==> src/rtl/duc_hb_input_sequencer.sv <==
// -----------------------------------------------------------------------------
// duc_hb_input_sequencer
//
// Feeds the DUC halfband interpolation cascade at its fixed input rate. Samples
// arrive over a valid/ready handshake into a one-entry hold register. Every
// RATE_DIV clocks a cascade strobe presents the current sample and the previous
// one (for the h0 current/delay inputs). An empty hold on a strobe inserts a
// zero; in RUN that is an underflow, in FLUSH it is one of the FLUSH_SAMPLES
// zeros driven into the cascade before going idle.
//
// Ports:
//   i_clock, i_reset        clock, synchronous active-high reset
//   i_enable                high = run, low = flush then idle
//   i_inph_data/i_quad_data upstream I/Q sample, qualified by i_valid
//   i_valid, o_ready        upstream handshake
//   o_inph_data/o_quad_data cascade current I/Q
//   o_*_delay_data          cascade previous I/Q
//   o_valid                 cascade input strobe (1-cycle pulse)
//   o_underflow             1-cycle pulse when a zero is inserted in RUN
//   o_underflow_count       saturating underflow count, i_count_clear zeroes it
//   o_busy                  sequencer not idle
//   o_flush_done            1-cycle pulse when the flush completes
// -----------------------------------------------------------------------------
module duc_hb_input_sequencer #(
  parameter int WIDTH         = 16,
  parameter int RATE_DIV      = 8,
  parameter int FLUSH_SAMPLES = 32,
  parameter int COUNT_WIDTH   = 16
) (
  input  logic                   i_clock,
  input  logic                   i_reset,
  input  logic                   i_enable,
  input  logic [WIDTH-1:0]       i_inph_data,
  input  logic [WIDTH-1:0]       i_quad_data,
  input  logic                   i_valid,
  output logic                   o_ready,
  output logic [WIDTH-1:0]       o_inph_data,
  output logic [WIDTH-1:0]       o_quad_data,
  output logic [WIDTH-1:0]       o_inph_delay_data,
  output logic [WIDTH-1:0]       o_quad_delay_data,
  output logic                   o_valid,
  output logic                   o_underflow,
  output logic [COUNT_WIDTH-1:0] o_underflow_count,
  input  logic                   i_count_clear,
  output logic                   o_busy,
  output logic                   o_flush_done
);

  localparam int PW = $clog2(RATE_DIV);
  localparam int FW = $clog2(FLUSH_SAMPLES + 1);
  localparam logic [PW-1:0] PHASE_LAST = PW'(RATE_DIV - 1);
  localparam logic [FW-1:0] FLUSH_LAST = FW'(FLUSH_SAMPLES - 1);

  typedef enum logic [1:0] {
    S_IDLE,
    S_RUN,
    S_FLUSH
  } state_t;

  state_t                 r_state;
  state_t                 w_state_next;
  logic [PW-1:0]          r_phase;
  logic [FW-1:0]          r_flush_cnt;
  logic                   r_hold_valid;
  logic [WIDTH-1:0]       r_hold_inph;
  logic [WIDTH-1:0]       r_hold_quad;
  logic [WIDTH-1:0]       r_cur_inph;
  logic [WIDTH-1:0]       r_cur_quad;
  logic [WIDTH-1:0]       r_dly_inph;
  logic [WIDTH-1:0]       r_dly_quad;
  logic                   r_valid;
  logic                   r_underflow;
  logic                   r_flush_done;
  logic [COUNT_WIDTH-1:0] r_count;

  logic w_strobe;
  logic w_ready;
  logic w_take;
  logic w_zero_strobe;
  logic w_underflow;
  logic w_flush_last;

  assign w_strobe      = (r_state != S_IDLE) && (r_phase == PHASE_LAST);
  // The hold is only refilled once it has drained, so a transfer and a strobe
  // that drains the hold can never land on the same edge.
  assign w_ready       = (r_state == S_RUN) && !r_hold_valid;
  assign w_take        = i_valid && w_ready;
  assign w_zero_strobe = w_strobe && !r_hold_valid;
  assign w_underflow   = (r_state == S_RUN) && w_zero_strobe;
  // A held sample emitted in FLUSH is not a zero strobe, so it never counts.
  assign w_flush_last  = (r_state == S_FLUSH) && w_zero_strobe && (r_flush_cnt == FLUSH_LAST);

  // NOTE: every variable assigned in always_comb gets a default first, so no
  // path through the case can leave it unassigned and infer a latch.
  always_comb begin
    w_state_next = r_state;
    case (r_state)
      S_IDLE:  if (i_enable)     w_state_next = S_RUN;
      S_RUN:   if (!i_enable)    w_state_next = S_FLUSH;
      S_FLUSH: if (w_flush_last) w_state_next = S_IDLE;
      default: w_state_next = S_IDLE;
    endcase
  end

  // NOTE: sequential state uses non-blocking assignments so every register
  // samples the pre-edge values regardless of statement order.
  always_ff @(posedge i_clock) begin
    if (i_reset) begin
      r_state      <= S_IDLE;
      r_phase      <= '0;
      r_flush_cnt  <= '0;
      r_hold_valid <= 1'b0;
      r_cur_inph   <= '0;
      r_cur_quad   <= '0;
      r_dly_inph   <= '0;
      r_dly_quad   <= '0;
      r_valid      <= 1'b0;
      r_underflow  <= 1'b0;
      r_flush_done <= 1'b0;
      r_count      <= '0;
    end else begin
      r_state <= w_state_next;

      // Parked at zero while idle, so RUN always starts from phase 0.
      if (r_state == S_IDLE)         r_phase <= '0;
      else if (r_phase == PHASE_LAST) r_phase <= '0;
      else                            r_phase <= r_phase + 1'b1;

      if (w_take)        r_hold_valid <= 1'b1;
      else if (w_strobe) r_hold_valid <= 1'b0;

      // Held at zero throughout RUN so FLUSH always begins counting from zero.
      if (r_state == S_RUN)                            r_flush_cnt <= '0;
      else if ((r_state == S_FLUSH) && w_zero_strobe)  r_flush_cnt <= r_flush_cnt + 1'b1;

      r_valid      <= w_strobe;
      r_underflow  <= w_underflow;
      r_flush_done <= w_flush_last;

      if (w_flush_last) begin
        r_cur_inph <= '0;
        r_cur_quad <= '0;
        r_dly_inph <= '0;
        r_dly_quad <= '0;
      end else if (w_strobe) begin
        r_dly_inph <= r_cur_inph;
        r_dly_quad <= r_cur_quad;
        r_cur_inph <= r_hold_valid ? r_hold_inph : '0;
        r_cur_quad <= r_hold_valid ? r_hold_quad : '0;
      end

      // Clear has priority over a coincident increment.
      if (i_count_clear)                      r_count <= '0;
      else if (w_underflow && (r_count != '1)) r_count <= r_count + 1'b1;
    end
  end

  // NOTE: the hold data carries no reset; r_hold_valid qualifies it, so the
  // payload is never observed before it has been written.
  always_ff @(posedge i_clock) begin
    if (w_take) begin
      r_hold_inph <= i_inph_data;
      r_hold_quad <= i_quad_data;
    end
  end

  assign o_ready           = w_ready;
  assign o_inph_data       = r_cur_inph;
  assign o_quad_data       = r_cur_quad;
  assign o_inph_delay_data = r_dly_inph;
  assign o_quad_delay_data = r_dly_quad;
  assign o_valid           = r_valid;
  assign o_underflow       = r_underflow;
  assign o_underflow_count = r_count;
  assign o_busy            = (r_state != S_IDLE);
  assign o_flush_done      = r_flush_done;

endmodule

==> config.mk <==
export PLATFORM = sky130hd
export DESIGN_NAME = duc_hb_input_sequencer
export DESIGN_NICKNAME = d
export VERILOG_FILES = /design/src/rtl/duc_hb_input_sequencer.sv
export SDC_FILE = /design/constraint.sdc
export NUM_CORES = 1
export LEC_CHECK = 0
export CORE_ASPECT_RATIO = 1.75
export CORE_UTILIZATION = 52
export DETAILED_ROUTE_END_ITERATION = 8
export GPL_TIMING_DRIVEN = 0
export PLACE_DENSITY = 0.91
export SLEW_MARGIN = 15
export SYNTH_ARGS = -nofsm -noshare
export SYNTH_HDL_FRONTEND = slang
export SYNTH_SLANG_ARGS = --single-unit
==> constraint.sdc <==
create_clock -name i_clock -period 3.1 [get_ports i_clock]
set_input_delay 0.31 -clock i_clock [delete_from_list [all_inputs] [get_ports i_clock]]
set_output_delay 0.31 -clock i_clock [all_outputs]
set_load 0.03 [all_outputs]
==> flow_summary.json <==
{
  "grt_usage": 0.294,
  "synth-main-ff-cell": "dfxtp_1",
  "ctsHoldBuffers": 0,
  "finalHoldViolCount": 0,
  "tritoncts": "done",
  "hpwl_um": 8900,
  "ant_nets": 0,
  "nNetsFinal": 657,
  "ys.warnings.count": 0,
  "synthesis.nets": 517,
  "antenna_found_initial": 0,
  "arrival_ns": 2.18,
  "syn_inst": 476,
  "swShare": 0.200,
  "pin_count": 122,
  "cts_resized": 0,
  "grt_pass1_wl_um": 20200,
  "status": "completed",
  "clock_latency_ns": 0.41,
  "ys_ff_latch": 127,
  "min_path_type": "reg2reg",
  "power_switching_mw": 0.766,
  "pwr-share-clk": 0.520,
  "final_layout_size_suffix_gt1_frac": 0.0731,
  "io_buffer_count": 121,
  "drc": 0,
  "synth.top_cell.area_share": 0.411,
  "grt_max_degree": 33,
  "max-cap-violations": 0,
  "cts_made_buffers": 17,
  "period_share": 0.804,
  "initial_core_util": 0.533,
  "layout_commonest_cell": "clkdlybuf4s50_1",
  "yosysSeqAreaShare": 0.619,
  "die_w_um": 73.3,
  "die-area_mm2": 0.00928,
  "cp.required_ns": 2.79,
  "synth-edff-count": 32,
  "async_flop_share": 0,
  "core_mm2": 0.00867,
  "hold_slack_ns": 0.436,
  "slew_violations": 0,
  "critPathCaptureType": "output pin",
  "setup_viol": 0,
  "p_seq_frac": 0.450,
  "placement_rows": 45,
  "dr.pass1.iters": 5,
  "wl_per_cell_um": 17.3,
  "intPower_mw": 3.07,
  "combinationalPowerShare": 0.030,
  "max_freq_mhz": 401,
  "p_leak_nw": 2.17,
  "ys_top_cells_by_area": "dfxtp_1 (41%), edfxtp_1 (21%), nand2_1 (8.8%)",
  "final_cell_mix": "clkdlybuf4s50_1 (121), nand2_1 (108), dfxtp_1 (95)",
  "clkSinkCount": 127,
  "path_max_fanout": 7,
  "startpoint_type": "flip-flop",
  "peakVddDrop_v": 0.000507,
  "cts_buffer_depth": 2,
  "fin_setup_tns_ns": 0,
  "relSlewSlack": 0.482,
  "syn_area_per_cell_um2": 9.71,
  "clock_skew_ns": 0.00651,
  "vias_per_cell": 5.70,
  "clk_pin_slew_ns": 0.05,
  "synth_area_mm2": 0.00462,
  "tightest_slew_ns": 0.777,
  "num_vias": 4251,
  "drtIter0Drc": 171,
  "period_minus_slack_ns": 2.49,
  "area_delta_synth_final_pct": 42.3,
  "yosysTopAreaCell": "dfxtp_1",
  "grt_pass1_vias": 4351,
  "place_congestion": 0.954,
  "root_buffer": "clkbuf_16",
  "power.density_mw_per_mm2": 583,
  "criticalPathCategory": "reg2out",
  "antenna_cells": 0,
  "ys_types": 46,
  "htreeDepth": 4,
  "wirelength_um": 12900,
  "rsz0062_at_grt": "false",
  "overflow": 0,
  "die-height_um": 127,
  "cts_setup_buffers": 0
}
-- area by class of cell --
cell class | count | area [µm²]
flip-flops and latches | 127 | 2860
fillers | 575 | 2090
multi-input cells | 314 | 1620
repair buffers | 121 | 1210
clock buffers | 20 | 457
well taps | 117 | 146
clock inverters | 12 | 140
plain buffers | 31 | 128
inverters | 4 | 15.0
-- per-stage QoR --
| stage | worst slack (ns) | instances | power [mW] | cell area [µm²] | utilization |
|---|---|---|---|---|---|
| after floorplan | 0.581 | 476 | 1.80 | 4620 | - |
| after global placement | 0.663 | 714 | 1.87 | 5980 | 0.690 |
| after detailed placement | 0.729 | 714 | 1.87 | 5980 | 0.690 |
| after CTS | 0.622 | 746 | 3.84 | 6580 | 0.759 |
| after global routing | 0.492 | 746 | 3.93 | 6580 | 0.759 |
| final | 0.608 | 746 | 3.84 | 6580 | 0.759 |
-- worst max-delay path, cell delays in order, from the launching register on --
cell,delay [ns]
dfxtp_1,0.45
or2b_2,0.37
nor2_1,0.20
clkdlybuf4s50_1,0.75
-- final timing paths --
| path | startpoint | end | slack, ns | cells after the start |
|---|---|---|---|---|
| min | r_phase[0] | r_phase[0] | 0.44 | 1 |
| min reg2reg | r_phase[0] | r_phase[0] | 0.44 | 1 |
| max reg2reg | r_phase[1] | o_quad_delay_data[15] | 0.66 | 9 |
| max | r_state[0] | o_ready | 0.61 | 3 |
-- synth_stat cells, types with 4 or more instances --
cell type,count
nor3_1,6
a21oi_1,72
nor2_1,19
xor2_1,5
o21ai_0,7
inv_1,4
nand4_1,5
dfxtp_1,95
nand2_1,108
or3_1,5
ha_1,4
edfxtp_1,32
buf_2,9
nand3_1,37
clkbuf_1,21
-- power by group through the flow --
stage	registers (mW)	clock network, mW	logic (mW)
2_1_floorplan	1.76	0	0.0450
3_3_place_gp	1.76	0	0.108
3_5_place_dp	1.76	0	0.112
4_1_cts	1.72	2.00	0.114
5_1_grt	1.73	2.08	0.123
6_report	1.73	1.99	0.115
-- flip-flops by register name, indices dropped and copies added (netlist names) --
signal             count
o_quad_delay_data     16
r_flush_cnt            6
o_underflow            1
r_hold_quad           16
o_quad_data           16
r_hold_valid           1
o_inph_data           16
o_underflow_count     16
r_hold_inph           16
o_inph_delay_data     16
o_valid                1
r_phase                3
o_flush_done           1
r_state                2
-- metal layers --
metal,track usage,wire length [µm]
met5,0,0
met4,0.173,585
met3,0.0890,802
met2,0.545,7330
met1,0.269,4230
-- cells by family (layout without fill, tap and decap cells) --
family | Yosys count | after routing | synth area share
AOI/OAI and AO/OA | 94 | 94 | 0.111
xor gates and xnor gates | 6 | 6 | 0.0114
adders and majority gates | 4 | 4 | 0.0108
buffers and inverters | 35 | 188 | 0.0309
DFF | 127 | 127 | 0.619
muxes | 2 | 2 | 0.00433
and+or+nand+nor | 208 | 208 | 0.213
No activity file was read; power rests on OpenSTA's default activity.
